--- config.mk ---
export PLATFORM = sky130hd
export DESIGN_NAME = accumulator_bank
export DESIGN_NICKNAME = d
export VERILOG_FILES = /design/src/rtl/accumulator_bank.sv
export SDC_FILE = /design/constraint.sdc
export NUM_CORES = 1
export LEC_CHECK = 0
export ABC_AREA = 0
export BUFFER_PORTS_ARGS = -buffer_cell sky130_fd_sc_hd__buf_4
export CAP_MARGIN = 25
export CORE_MARGIN = 2
export CORE_UTILIZATION = 65
export CTS_CLUSTER_DIAMETER = 200
export CTS_CLUSTER_SIZE = 14
export DETAILED_ROUTE_END_ITERATION = 7
export PLACE_DENSITY = 0.86
export SETUP_SLACK_MARGIN = 0.4
export SYNTH_ARGS = -nofsm -noshare
export SYNTH_HDL_FRONTEND = slang
export SYNTH_SLANG_ARGS = --single-unit
--- constraint.sdc ---
create_clock -name clk -period 4.55 [get_ports clk]
set_input_delay 0.6825 -clock clk [delete_from_list [all_inputs] [get_ports clk]]
set_output_delay 0.6825 -clock clk [all_outputs]
set_load 0.005 [all_outputs]
--- src/rtl/accumulator_bank.sv ---
// accumulator_bank: NUM_ACC accumulators with per-cycle ops, a carry flag
// and a shared LIFO context stack for save/restore.
module accumulator_bank #(
  parameter int DATA_WIDTH  = 8,
  parameter int NUM_ACC     = 4,
  parameter int SEL_W       = 2,
  parameter int STACK_DEPTH = 4
) (
  input  logic                  clk,
  input  logic                  rst,
  input  logic [SEL_W-1:0]      acc_sel,
  input  logic [2:0]            op,
  input  logic [DATA_WIDTH-1:0] ac_in,
  input  logic                  push,
  input  logic                  pop,
  input  logic                  clr_err,
  output logic [DATA_WIDTH-1:0] ac_out,
  output logic                  carry,
  output logic                  zero,
  output logic                  neg,
  output logic                  stack_empty,
  output logic                  stack_full,
  output logic                  stack_err
);
  localparam int SP_W = $clog2(STACK_DEPTH + 1);
  localparam int IX_W = STACK_DEPTH > 1 ? $clog2(STACK_DEPTH) : 1;
  logic [DATA_WIDTH-1:0] acc_q [NUM_ACC];
  logic [DATA_WIDTH-1:0] acc_d [NUM_ACC];
  logic [DATA_WIDTH-1:0] stk_q [STACK_DEPTH];
  logic [DATA_WIDTH-1:0] stk_d [STACK_DEPTH];
  logic [SP_W-1:0]       sp_q, sp_d;
  logic                  carry_q, carry_d, err_q, err_d;
  logic [DATA_WIDTH-1:0] a, op_val;
  logic                  push_ok, pop_ok, bad;
  logic [IX_W-1:0]       wr_ix, rd_ix;
  assign a           = acc_q[acc_sel];
  assign ac_out      = a;
  assign zero        = ~|a;
  assign neg         = a[DATA_WIDTH-1];
  assign carry       = carry_q;
  assign stack_err   = err_q;
  assign stack_empty = sp_q == '0;
  assign stack_full  = sp_q == SP_W'(STACK_DEPTH);
  assign wr_ix       = IX_W'(sp_q);
  assign rd_ix       = IX_W'(sp_q - SP_W'(1));
  assign push_ok     = push & ~pop & ~stack_full;
  assign pop_ok      = pop & ~push & ~stack_empty;
  assign bad         = (push & pop) | (push & stack_full) | (pop & stack_empty);
  always_comb begin
    op_val = op == 3'd1 ? ac_in :
             op == 3'd2 ? '0 :
             op == 3'd3 ? a + DATA_WIDTH'(1) :
             op == 3'd4 ? a - DATA_WIDTH'(1) :
             op == 3'd5 ? {a[DATA_WIDTH-2:0], 1'b0} :
             op == 3'd6 ? {1'b0, a[DATA_WIDTH-1:1]} : a;
    carry_d = (op == 3'd1 || op == 3'd2) ? 1'b0 :
              op == 3'd3 ? &a :
              op == 3'd4 ? ~|a :
              op == 3'd5 ? a[DATA_WIDTH-1] :
              op == 3'd6 ? a[0] : carry_q;
    acc_d = acc_q;
    acc_d[acc_sel] = pop_ok ? stk_q[rd_ix] : op_val;
    stk_d = stk_q;
    if (push_ok) stk_d[wr_ix] = a;
    sp_d  = push_ok ? sp_q + SP_W'(1) : pop_ok ? sp_q - SP_W'(1) : sp_q;
    err_d = bad | (err_q & ~clr_err);
  end
  always_ff @(posedge clk or posedge rst) begin
    if (rst) begin
      acc_q   <= '{default: '0};
      stk_q   <= '{default: '0};
      sp_q    <= '0;
      carry_q <= 1'b0;
      err_q   <= 1'b0;
    end else begin
      acc_q   <= acc_d;
      stk_q   <= stk_d;
      sp_q    <= sp_d;
      carry_q <= carry_d;
      err_q   <= err_d;
    end
  end
endmodule
After elaboration in Yosys (flattened, before gate mapping)
Cells that the tools add are included.

word-level totals
  bits of input ports = 18
  register bits after elaboration = 69
  logic and storage cells = 81

operators by class
  add/sub/neg operators = 4
  reductions and logical operators = 9
  magnitude comparators = 5
  bitwise operators = 19
  eq/ne operators = 7
  muxes and demuxes = 26

operators with widths
  kind                 number
  $mux 8               13
  $bwmux 32            2
  $bmux 8 s2           2
  $demux 8 s2          2
  $eq 3x3->1 const B   4
  $ge 3x3->1 const B   3
  $not 2->3            3
  $add 8x1->8 const B  1
  $and 1x1->1          8
  $reduce_and 8->1     1
  $reduce_or 8->1      1
  $sub 8x1->8 const B  1
  $eq 3x2->1 const B   2
  $lt 3x1->1 const B   2
  $mux 3               2
  $mux 1               5
  $not 1->1            5
  $reduce_bool 5->1    1
  $add 3x1->3 const B  1
  $eq 3x1->1 const B   1
  $logic_not 3->1      1
  $or 1x1->1           3
  $sub 3x1->3 const B  1
  $logic_and 1x1->1    2
  3 further kinds      3

Longest topological paths before layout
Gate-level depths: netlist (run 1).

  depth after elaboration = 12
  gate-level depth with buffers = 11

Worst setup path before layout (run 1)
Ideal clock, no wire load.

  path kind = input to register
  start point = in acc_sel[1]
  end point = reg acc_q[9] (netlist bit)
  slack = 1.676 ns
  required time = 4.420 ns
  arrival time = 2.744 ns
  cell stages on the path = 10
  setup time = 0.130 ns
  cell sequence = buf_6 mux4_2 buf_2 inv_1 ha_1 inv_1 mux4_2 o211a_1 a21oi_1 o21ai_1

RTL lines
  what                                           line    text
  start, declared                                11      input logic [SEL_W-1:0] acc_sel,
  $not 2->3 (not written as such) (*)            36      assign a = acc_q[acc_sel];
  $bmux 8 s2 (*)                                 36
  $mux 8 (not written as such) (*) (2 in a row)  36
  net ac_out[0]                                  17      output logic [DATA_WIDTH-1:0] ac_out,
  $sub 8x1->8 / $mux 8 (equally long branches)   53, 54
  $mux 8                                         53      op == 3'd4 ? a - DATA_WIDTH'(1) :
  $mux 8 (*)                                     52      op == 3'd3 ? a + DATA_WIDTH'(1) :
  $mux 8 (*)                                     51      op == 3'd2 ? '0 :
  $mux 8 (*)                                     50      op_val = op == 3'd1 ? ac_in :
  $mux 8 (*)                                     62      acc_d[acc_sel] = pop_ok ? stk_q[rd_ix] : op_val;
  $bwmux 32 (*)                                  62
  end signal, assigned                           70      acc_q <= '{default: '0};
  end signal, assigned                           76      acc_q <= acc_d;
  end, declared                                  27      logic [DATA_WIDTH-1:0] acc_q [NUM_ACC];

Mark *: on every way through the listed nets, which the timed path passes. The rest lies on a longest branch. The select of a mux whose other input is x is not followed.
A chain may end at the register's enable or synchronous reset.

Worst setup path in the final report (run 1)
  start point = reg sp_q[0]
  end point = reg stk_q[4] (netlist bit)

between the ends
  cells in the longest elaborated chain, start to end = 6

ends and longest elaborated chain
  what                                                                   line  text
  start, declared                                                        31    logic [SP_W-1:0] sp_q, sp_d;
  start signal, assigned                                                 78    sp_q <= sp_d;
  $not 2->3 (not written as such)                                        64    if (push_ok) stk_d[wr_ix] = a;
  $ge 3x3->1 (not written as such) / $lt 3x1->1 (equally long branches)  64
  $logic_and 1x1->1 (not written as such)                                64
  $mux 8 (not written as such)                                           64
  $demux 8 s2                                                            64
  $bwmux 32                                                              64
  end signal, assigned                                                   77    stk_q <= stk_d;
  end, declared                                                          29    logic [DATA_WIDTH-1:0] stk_q [STACK_DEPTH];

Several ways; a longest one is shown, not always the timed one.

==> results of run 1 <==
-- cells in the mapped netlist, types with 3 or more instances --
master                     count  share of area
sky130_fd_sc_hd__mux4_2       16          0.090
sky130_fd_sc_hd__nor2b_1       5         0.0078
sky130_fd_sc_hd__a21oi_1      14          0.018
sky130_fd_sc_hd__nand2_1      64          0.060
sky130_fd_sc_hd__nor2_1       27          0.025
sky130_fd_sc_hd__mux2_2       21          0.059
sky130_fd_sc_hd__o21ai_1      17          0.021
sky130_fd_sc_hd__nand3_1       5         0.0063
sky130_fd_sc_hd__nand2b_1      5         0.0078
sky130_fd_sc_hd__xnor2_1       6          0.013
sky130_fd_sc_hd__buf_1         4         0.0038
sky130_fd_sc_hd__clkbuf_1     18          0.017
sky130_fd_sc_hd__o21ai_0      19          0.024
sky130_fd_sc_hd__and3_1        3         0.0047
sky130_fd_sc_hd__dfrtp_1      69           0.43
sky130_fd_sc_hd__ha_1          9          0.028
sky130_fd_sc_hd__a41oi_1       4         0.0088
sky130_fd_sc_hd__a31oi_1       8          0.013
sky130_fd_sc_hd__o31ai_1       5         0.0094
sky130_fd_sc_hd__buf_2         6         0.0075
sky130_fd_sc_hd__mux2i_1       8          0.020
sky130_fd_sc_hd__inv_1        11          0.010
sky130_fd_sc_hd__o22ai_1      13          0.020
sky130_fd_sc_hd__nor3_1        5         0.0063
-- power by group through the flow --
stage               Sequential, mW  Clock, mW  Combinational [mW]
finish                        1.02      0.444                1.15
global route                  1.05      0.473                1.26
CTS                           1.02      0.449                1.14
detailed placement            1.03          0                1.13
global placement              1.01          0                1.10
floorplan                    0.956          0               0.899
-- flip-flops by register name (all words and copies together) (netlist names) --
name	flops
stk_q	32
sp_q	3
carry	1
stack_err	1
acc_q	32
-- per-stage QoR --
step	instances	area (um^2)	hold slack [ns]
floorplan	404	4000	0.443
global placement	481	4200	0.457
detailed placement	481	4200	0.471
CTS	497	4370	0.405
global route	497	4370	0.459
finish	497	4370	0.391
-- critical path, cell delays in order (launching register included) --
cell and delay, ns:
sky130_fd_sc_hd__dfrtp_1 0.78, sky130_fd_sc_hd__inv_1 0.15, sky130_fd_sc_hd__ha_1 0.28, sky130_fd_sc_hd__ha_1 0.24, sky130_fd_sc_hd__nor3b_1 0.66, sky130_fd_sc_hd__nand2_1 0.52
sky130_fd_sc_hd__mux2_2 0.42
-- layout make-up --
class                   instances  area (um^2)
inverters                      12         45.0
fillers                       430         1550
multi-input cells             292         2090
clock buffers                  15          166
well taps                      75         93.8
clock inverters                 1         5.00
flip-flops and latches         69         1730
repair buffers                 33          248
-- worst max-delay path by stage --
stage          startpoint  endpoint  slack (ns)  depth (start not counted)
4_1_cts           sp_q[0]  stk_q[4]        1.42                          6
2_1_floorplan  acc_sel[1]  acc_q[9]        1.68                         10
3_3_place_gp   acc_sel[1]  acc_q[9]        1.43                          9
6_report          sp_q[0]  stk_q[4]        1.38                          6
3_5_place_dp   acc_sel[1]  acc_q[1]        1.35                          9
5_1_grt           sp_q[0]  stk_q[3]        1.01                          6
-- logic make-up after synthesis --
logic type | Yosys count | synth area share
fa+ha+maj | 9 | 0.0282
mux | 45 | 0.169
flops | 69 | 0.432
compound gates | 102 | 0.162
buf+inv | 43 | 0.0460
simple gates | 128 | 0.146
xor+xnor | 8 | 0.0175
-- placed cells by master (no fill, tap or decap), types with 4 or more instances in the layout --
cell	n
sky130_fd_sc_hd__a41oi_1	4
sky130_fd_sc_hd__nor3_1	5
sky130_fd_sc_hd__nor2b_1	5
sky130_fd_sc_hd__buf_4	33
sky130_fd_sc_hd__clkbuf_8	11
sky130_fd_sc_hd__nand2_1	64
sky130_fd_sc_hd__a21oi_1	14
sky130_fd_sc_hd__inv_1	10
sky130_fd_sc_hd__xnor2_1	6
sky130_fd_sc_hd__mux2_2	21
sky130_fd_sc_hd__mux4_2	16
sky130_fd_sc_hd__nand3_1	5
sky130_fd_sc_hd__nand2b_1	5
sky130_fd_sc_hd__clkbuf_1	4
sky130_fd_sc_hd__o31ai_1	5
sky130_fd_sc_hd__nor2_1	27
sky130_fd_sc_hd__mux2i_1	8
sky130_fd_sc_hd__ha_1	9
sky130_fd_sc_hd__o21ai_0	19
sky130_fd_sc_hd__dfrtp_1	69
sky130_fd_sc_hd__a31oi_1	8
sky130_fd_sc_hd__o22ai_1	13
sky130_fd_sc_hd__o21ai_1	17
-- per-layer routing --
metal  track usage  share of wire
met1         0.439           0.41
met3        0.0565          0.078
met2         0.503           0.48
met4         0.142          0.023
met5             0              0
==> results.cfg, run 1 <==
[sta]
setup-violations-final = 0
worst_pin_slew_ns = 0.762
max_freq_ghz = 0.316
final-hold-violation-count = 0
fin_ws_ns = 1.38
report.final.slew_viol_count = 0
finalClockSkew_ns = 0.00835
slew_headroom = 0.491
period_share = 0.696
final_setup_tns_ns = 0
period_needed_ns = 3.17
rsz_0062_raised_after_global_routing = false

[setup_path]
worstSetupStartpointType = flop
rr_worst_depth = 6
worst_ep_required_time_ns = 4.78
criticalPathCategory = reg2reg
timing.critical_path.to_type = flop
worst_r2r_endpoint = stk_q[4]
worst-endpoint-arrival_ns = 3.39
critPathMaxFanout = 13
r2r_setup_slack_ns = 1.38
reg2reg_from = sp_q[0]

[cts]
clock_tree.root_cell = sky130_fd_sc_hd__clkbuf_8
clock_sinks = 69
ctsHoldBuffers = 0
clkTransAtPathRegs_ns = 0.07
worst_skew_pair.late_latency_ns = 0.34
cts_tree = yes
clk_path_buf_depth = 2
h_tree_levels = 3
cts_resized = 0
post-cts-setup-buffer-count = 0
cts_inserted_buffers = 9

[route]
drt.antenna.violating_nets = 0
drc_errors = 0
wire_per_inst_um = 19.4
wl_um = 9630
viasPerCell = 6.59
detail_route.iter0.violations = 381
total_via_count_after_detailed_routing = 3274
drt-pass1-iter-count = 5

[floorplanning]
core_area_um2 = 5920
top_level_ports = 32
initial_cell_density_of_the_core = 0.675
die_h_um = 82.4
fp.dieArea_um2 = 6790
std_cell_rows = 28
die_w_um = 82.4

[grt]
antenna_found_initial = 0
globalRouteTotalUtil = 0.321
grt_max_degree = 43
grt_pass1_vias = 3229
globalRouteOverflowTotal = 0
wire_length_of_the_first_global_routing_pass_um = 16100

[yosys]
post_synth_num_cell_types = 55
synth.yosys.warnings = 0
synthCells = 404
postSynthNetCount = 431
synth_seq_cells = 69
synth_sequential_area_ratio = 0.432
syn_area_cell_um2 = 9.90
post_synth_arst_share = 1.00
syn-cell-area_um2 = 4000
synth_ff_type = sky130_fd_sc_hd__dfrtp_1
synth_edf_count = 0

[power]
logic_pwr_share = 0.441
power_density_of_the_placed_cells_nw_per_um2 = 599
p_int_mw = 1.63
switching_power_summed_over_all_nets_uw = 991
share_clk_of_total_power = 0.170
leakage_nw = 1.92
ir_worst_vdd_uv = 393
power.share.sequential = 0.390
design_power_total_mw = 2.62
power.switching_fraction = 0.378

[final_layout]
antenna_cells = 0
fraction_of_layout_cells_with_a_size_suffix_above_1 = 0.209
final_nets = 444
fin_util = 0.738
post_synthesis_to_final_layout_area_growth_pct = 9.36

[placement]
pre_cts_ws_ns = 1.35
placement.io_buffers = 31
globalplace.congestion = 0.965
detailedPlacementHpwl_um = 6800

[status]
outcome = completed

[job]
max-cap-violations = 0

[worst_hold_path]
hold_class = in2async
Power figures use the tool's default switching activity.
==> run 2, diff against run 1 <==
ABC_AREA = 1   (was 0)
CORE_UTILIZATION = 55   (was 65)
PLACE_DENSITY = 0.77   (was 0.86)
clock period = 2.7 ns   (was 4.55 ns; I/O delays follow)
==> results.cfg, run 2 <==
[final_layout]
fraction_of_layout_cells_with_a_size_suffix_above_1 = 0.179
final_nets = 644
mostFrequentLayoutCells = sky130_fd_sc_hd__nand2_1 (192), sky130_fd_sc_hd__o21ai_0 (71), sky130_fd_sc_hd__dfrtp_1 (69), sky130_fd_sc_hd__nand3_1 (62), sky130_fd_sc_hd__buf_4 (50)
reg.largest.list = acc_q (32), stk_q (32), sp_q (3)
antenna_cells = 0
post_synthesis_to_final_layout_area_growth_pct = 15.1
combined_area_of_the_multi_input_logic_cells_um2 = 2230
num-fill-cells = 663
layout.cells.most_common = sky130_fd_sc_hd__nand2_1
final-seq-area_um2 = 1730
instances_no_fill = 719

[power]
share_clk_of_total_power = 0.206
logic_pwr_share = 0.435
power.switching_fraction = 0.418
power.share.sequential = 0.359
power_density_of_the_placed_cells_nw_per_um2 = 947
p_int_mw = 2.68
ir_worst_vdd_uv = 430
leakage_nw = 2.46
design_power_total_mw = 4.60
switching_power_summed_over_all_nets_mw = 1.92

[sta]
max_freq_ghz = 0.438
final-hold-violation-count = 0
worst_pin_slew_ns = 0.868
final_setup_tns_ns = 0
period_share = 0.847
rsz_0062_raised_after_global_routing = true
slew_headroom = 0.422
setup-violations-final = 0
period_needed_ns = 2.29
report.final.slew_viol_count = 0
finalClockSkew_ns = 0.00845

[grt]
globalRouteTotalUtil = 0.305
globalRouteOverflowTotal = 0
wire_length_of_the_first_global_routing_pass_um = 20000
grt_max_degree = 70
grt_pass1_vias = 3980
antenna_found_initial = 0

[cts]
clock_sinks = 69
worst_skew_pair.late_latency_ns = 0.36
clk_path_buf_depth = 2
clock_tree.root_cell = sky130_fd_sc_hd__clkbuf_8
cts_tree = yes
cts_inserted_buffers = 9
clkTransAtPathRegs_ns = 0.07
h_tree_levels = 3

[yosys]
synth.yosys.warnings = 0
synth_top_area_frac = 0.409
yosysTopAreaCell = sky130_fd_sc_hd__dfrtp_1
syn_area_cell_um2 = 7.36
synth_seq_cells = 69
post_synth_arst_share = 1.00
post-synth-top-count-cell = sky130_fd_sc_hd__nand2_1
synthCells = 573
synth_edf_count = 0
synth_sequential_area_ratio = 0.409
yosys-top-cells-count = sky130_fd_sc_hd__nand2_1 (192), sky130_fd_sc_hd__o21ai_0 (71), sky130_fd_sc_hd__dfrtp_1 (69)
postSynthNetCount = 600
post_synth_num_cell_types = 32
synth.area.top_cells = sky130_fd_sc_hd__dfrtp_1 (41%), sky130_fd_sc_hd__nand2_1 (17%), sky130_fd_sc_hd__o21ai_0 (8.4%)
synth_ff_type = sky130_fd_sc_hd__dfrtp_1
syn-cell-area_um2 = 4220

[route]
route.top_layer_used = met4
total_via_count_after_detailed_routing = 4179
wire_per_inst_um = 16.7
drc_errors = 0
wl_met3_um = 737
wl_um = 12000
drt.antenna.violating_nets = 0
wl_met1_um = 5410
detail_route.iter0.violations = 347
met2_wirelength_um = 5450
viasPerCell = 5.81
drt-pass1-iter-count = 5

[floorplanning]
fp.dieArea_um2 = 8380
top_level_ports = 32
core_area_um2 = 7330
initial_cell_density_of_the_core = 0.575
std_cell_rows = 31
die_h_um = 91.6
die_w_um = 91.6

[setup_path]
timing.critical_path.to_type = primary output
cp_cell_sequence = buf_4 > inv_2 > nand3_1 > nand2_1 > nor2_4 > ha_1 > nand3_1 > nor3_2 > buf_4
worst_ep_required_time_ns = 2.30
critPathMaxFanout = 21
worst-endpoint-arrival_ns = 1.88
worstSetupStartpointType = primary input
criticalPathCategory = in2out
slowest_stage = sky130_fd_sc_hd__buf_4
cp_slowest_stage_delay_ns = 0.27

[placement]
placement.io_buffers = 31
globalplace.congestion = 0.956
detailedPlacementHpwl_um = 8350
number_of_placed_cells_counting_well_taps = 695

[worst_hold_path]
hold_class = in2reg

[job]
max-cap-violations = 0

[status]
outcome = completed
[run 2: changes by cell type in the layout (fill, tap and decap cells not counted), moves of 17 or more]
| cell | change |
|---|---|
| sky130_fd_sc_hd__nand2_1 | +128 |
| sky130_fd_sc_hd__nand3_1 | +57 |
| sky130_fd_sc_hd__o21ai_0 | +52 |
| sky130_fd_sc_hd__mux2_2 | -21 |
| sky130_fd_sc_hd__inv_1 | +18 |
| sky130_fd_sc_hd__buf_4 | +17 |
[run 2: timing repair]
action / in CTS / in global routing
buffers inserted: 0 / 10
gates resized for setup: 3 / 1
pin swaps: 1 / 3
setup endpoints to repair: 1 / 42
hold buffers: 0 / 0
[run 2: per-stage QoR]
| step | worst slack [ns] | utilization | area (um^2) | hold slack [ns] |
|---|---|---|---|---|
| after floorplan | 0.413 | - | 4230 | 0.448 |
| after CTS | 0.409 | 0.649 | 4760 | 0.233 |
| after global placement | 0.196 | 0.619 | 4530 | 0.460 |
| after global routing | 0.292 | 0.662 | 4850 | 0.237 |
| after detailed placement | 0.178 | 0.619 | 4530 | 0.465 |
| final | 0.414 | 0.662 | 4850 | 0.234 |
[run 2: critical path: cells and delay by family]
kind                       cells  cell delay [ns]
and+or+nand+nor                5             0.68
buffers and inverters          3             0.59
adders and majority gates      1             0.21
[run 2: area by class of cell]
type,instances,area share
Multi-Input combinational cell,445,0.460
Timing Repair Buffer,52,0.0838
Tap cell,99,0.0255
Clock inverter,4,0.0152
Sequential cell,69,0.356
Inverter,40,0.0317
Clock buffer,10,0.0284
[run 2: worst paths after layout]
kind,from,to,slack [ns],cells past startpoint
hold / removal,clr_err,stack_err,0.23,2
min in group asynchronous,rst,acc_q[3],0.32,3
setup reg to reg,sp_q[0],sp_q[2],0.58,7
setup / recovery,acc_sel[0],zero,0.41,9
max in group asynchronous,rst,acc_q[31],1.82,3
hold reg to reg,acc_q[23],acc_q[23],0.48,2
[run 2: cells by family (layout without fill, tap and decap cells)]
logic type | after synthesis | count (layout) | synth area share
simple gates | 321 | 321 | 0.347
compound gates | 112 | 112 | 0.143
flops | 69 | 69 | 0.409
buf+inv | 59 | 106 | 0.0674
fa+ha+maj | 9 | 9 | 0.0267
xor+xnor | 3 | 3 | 0.00623
[run 2: layer usage]
metal | vias up | track usage
met3 | 29 | 0.0415
met1 | 2004 | 0.432
met4 | 0 | 0.140
met5 | - | 0
met2 | 167 | 0.466
li1 | 1979 | -
[run 2: power groups by stage]
stage	logic [mW]	registers [mW]	clock network, mW
global placement	1.87	1.65	0
detailed placement	1.92	1.66	0
CTS	1.93	1.64	0.944
floorplan	1.37	1.61	0
global route	2.26	1.69	0.984
finish	2.00	1.65	0.947
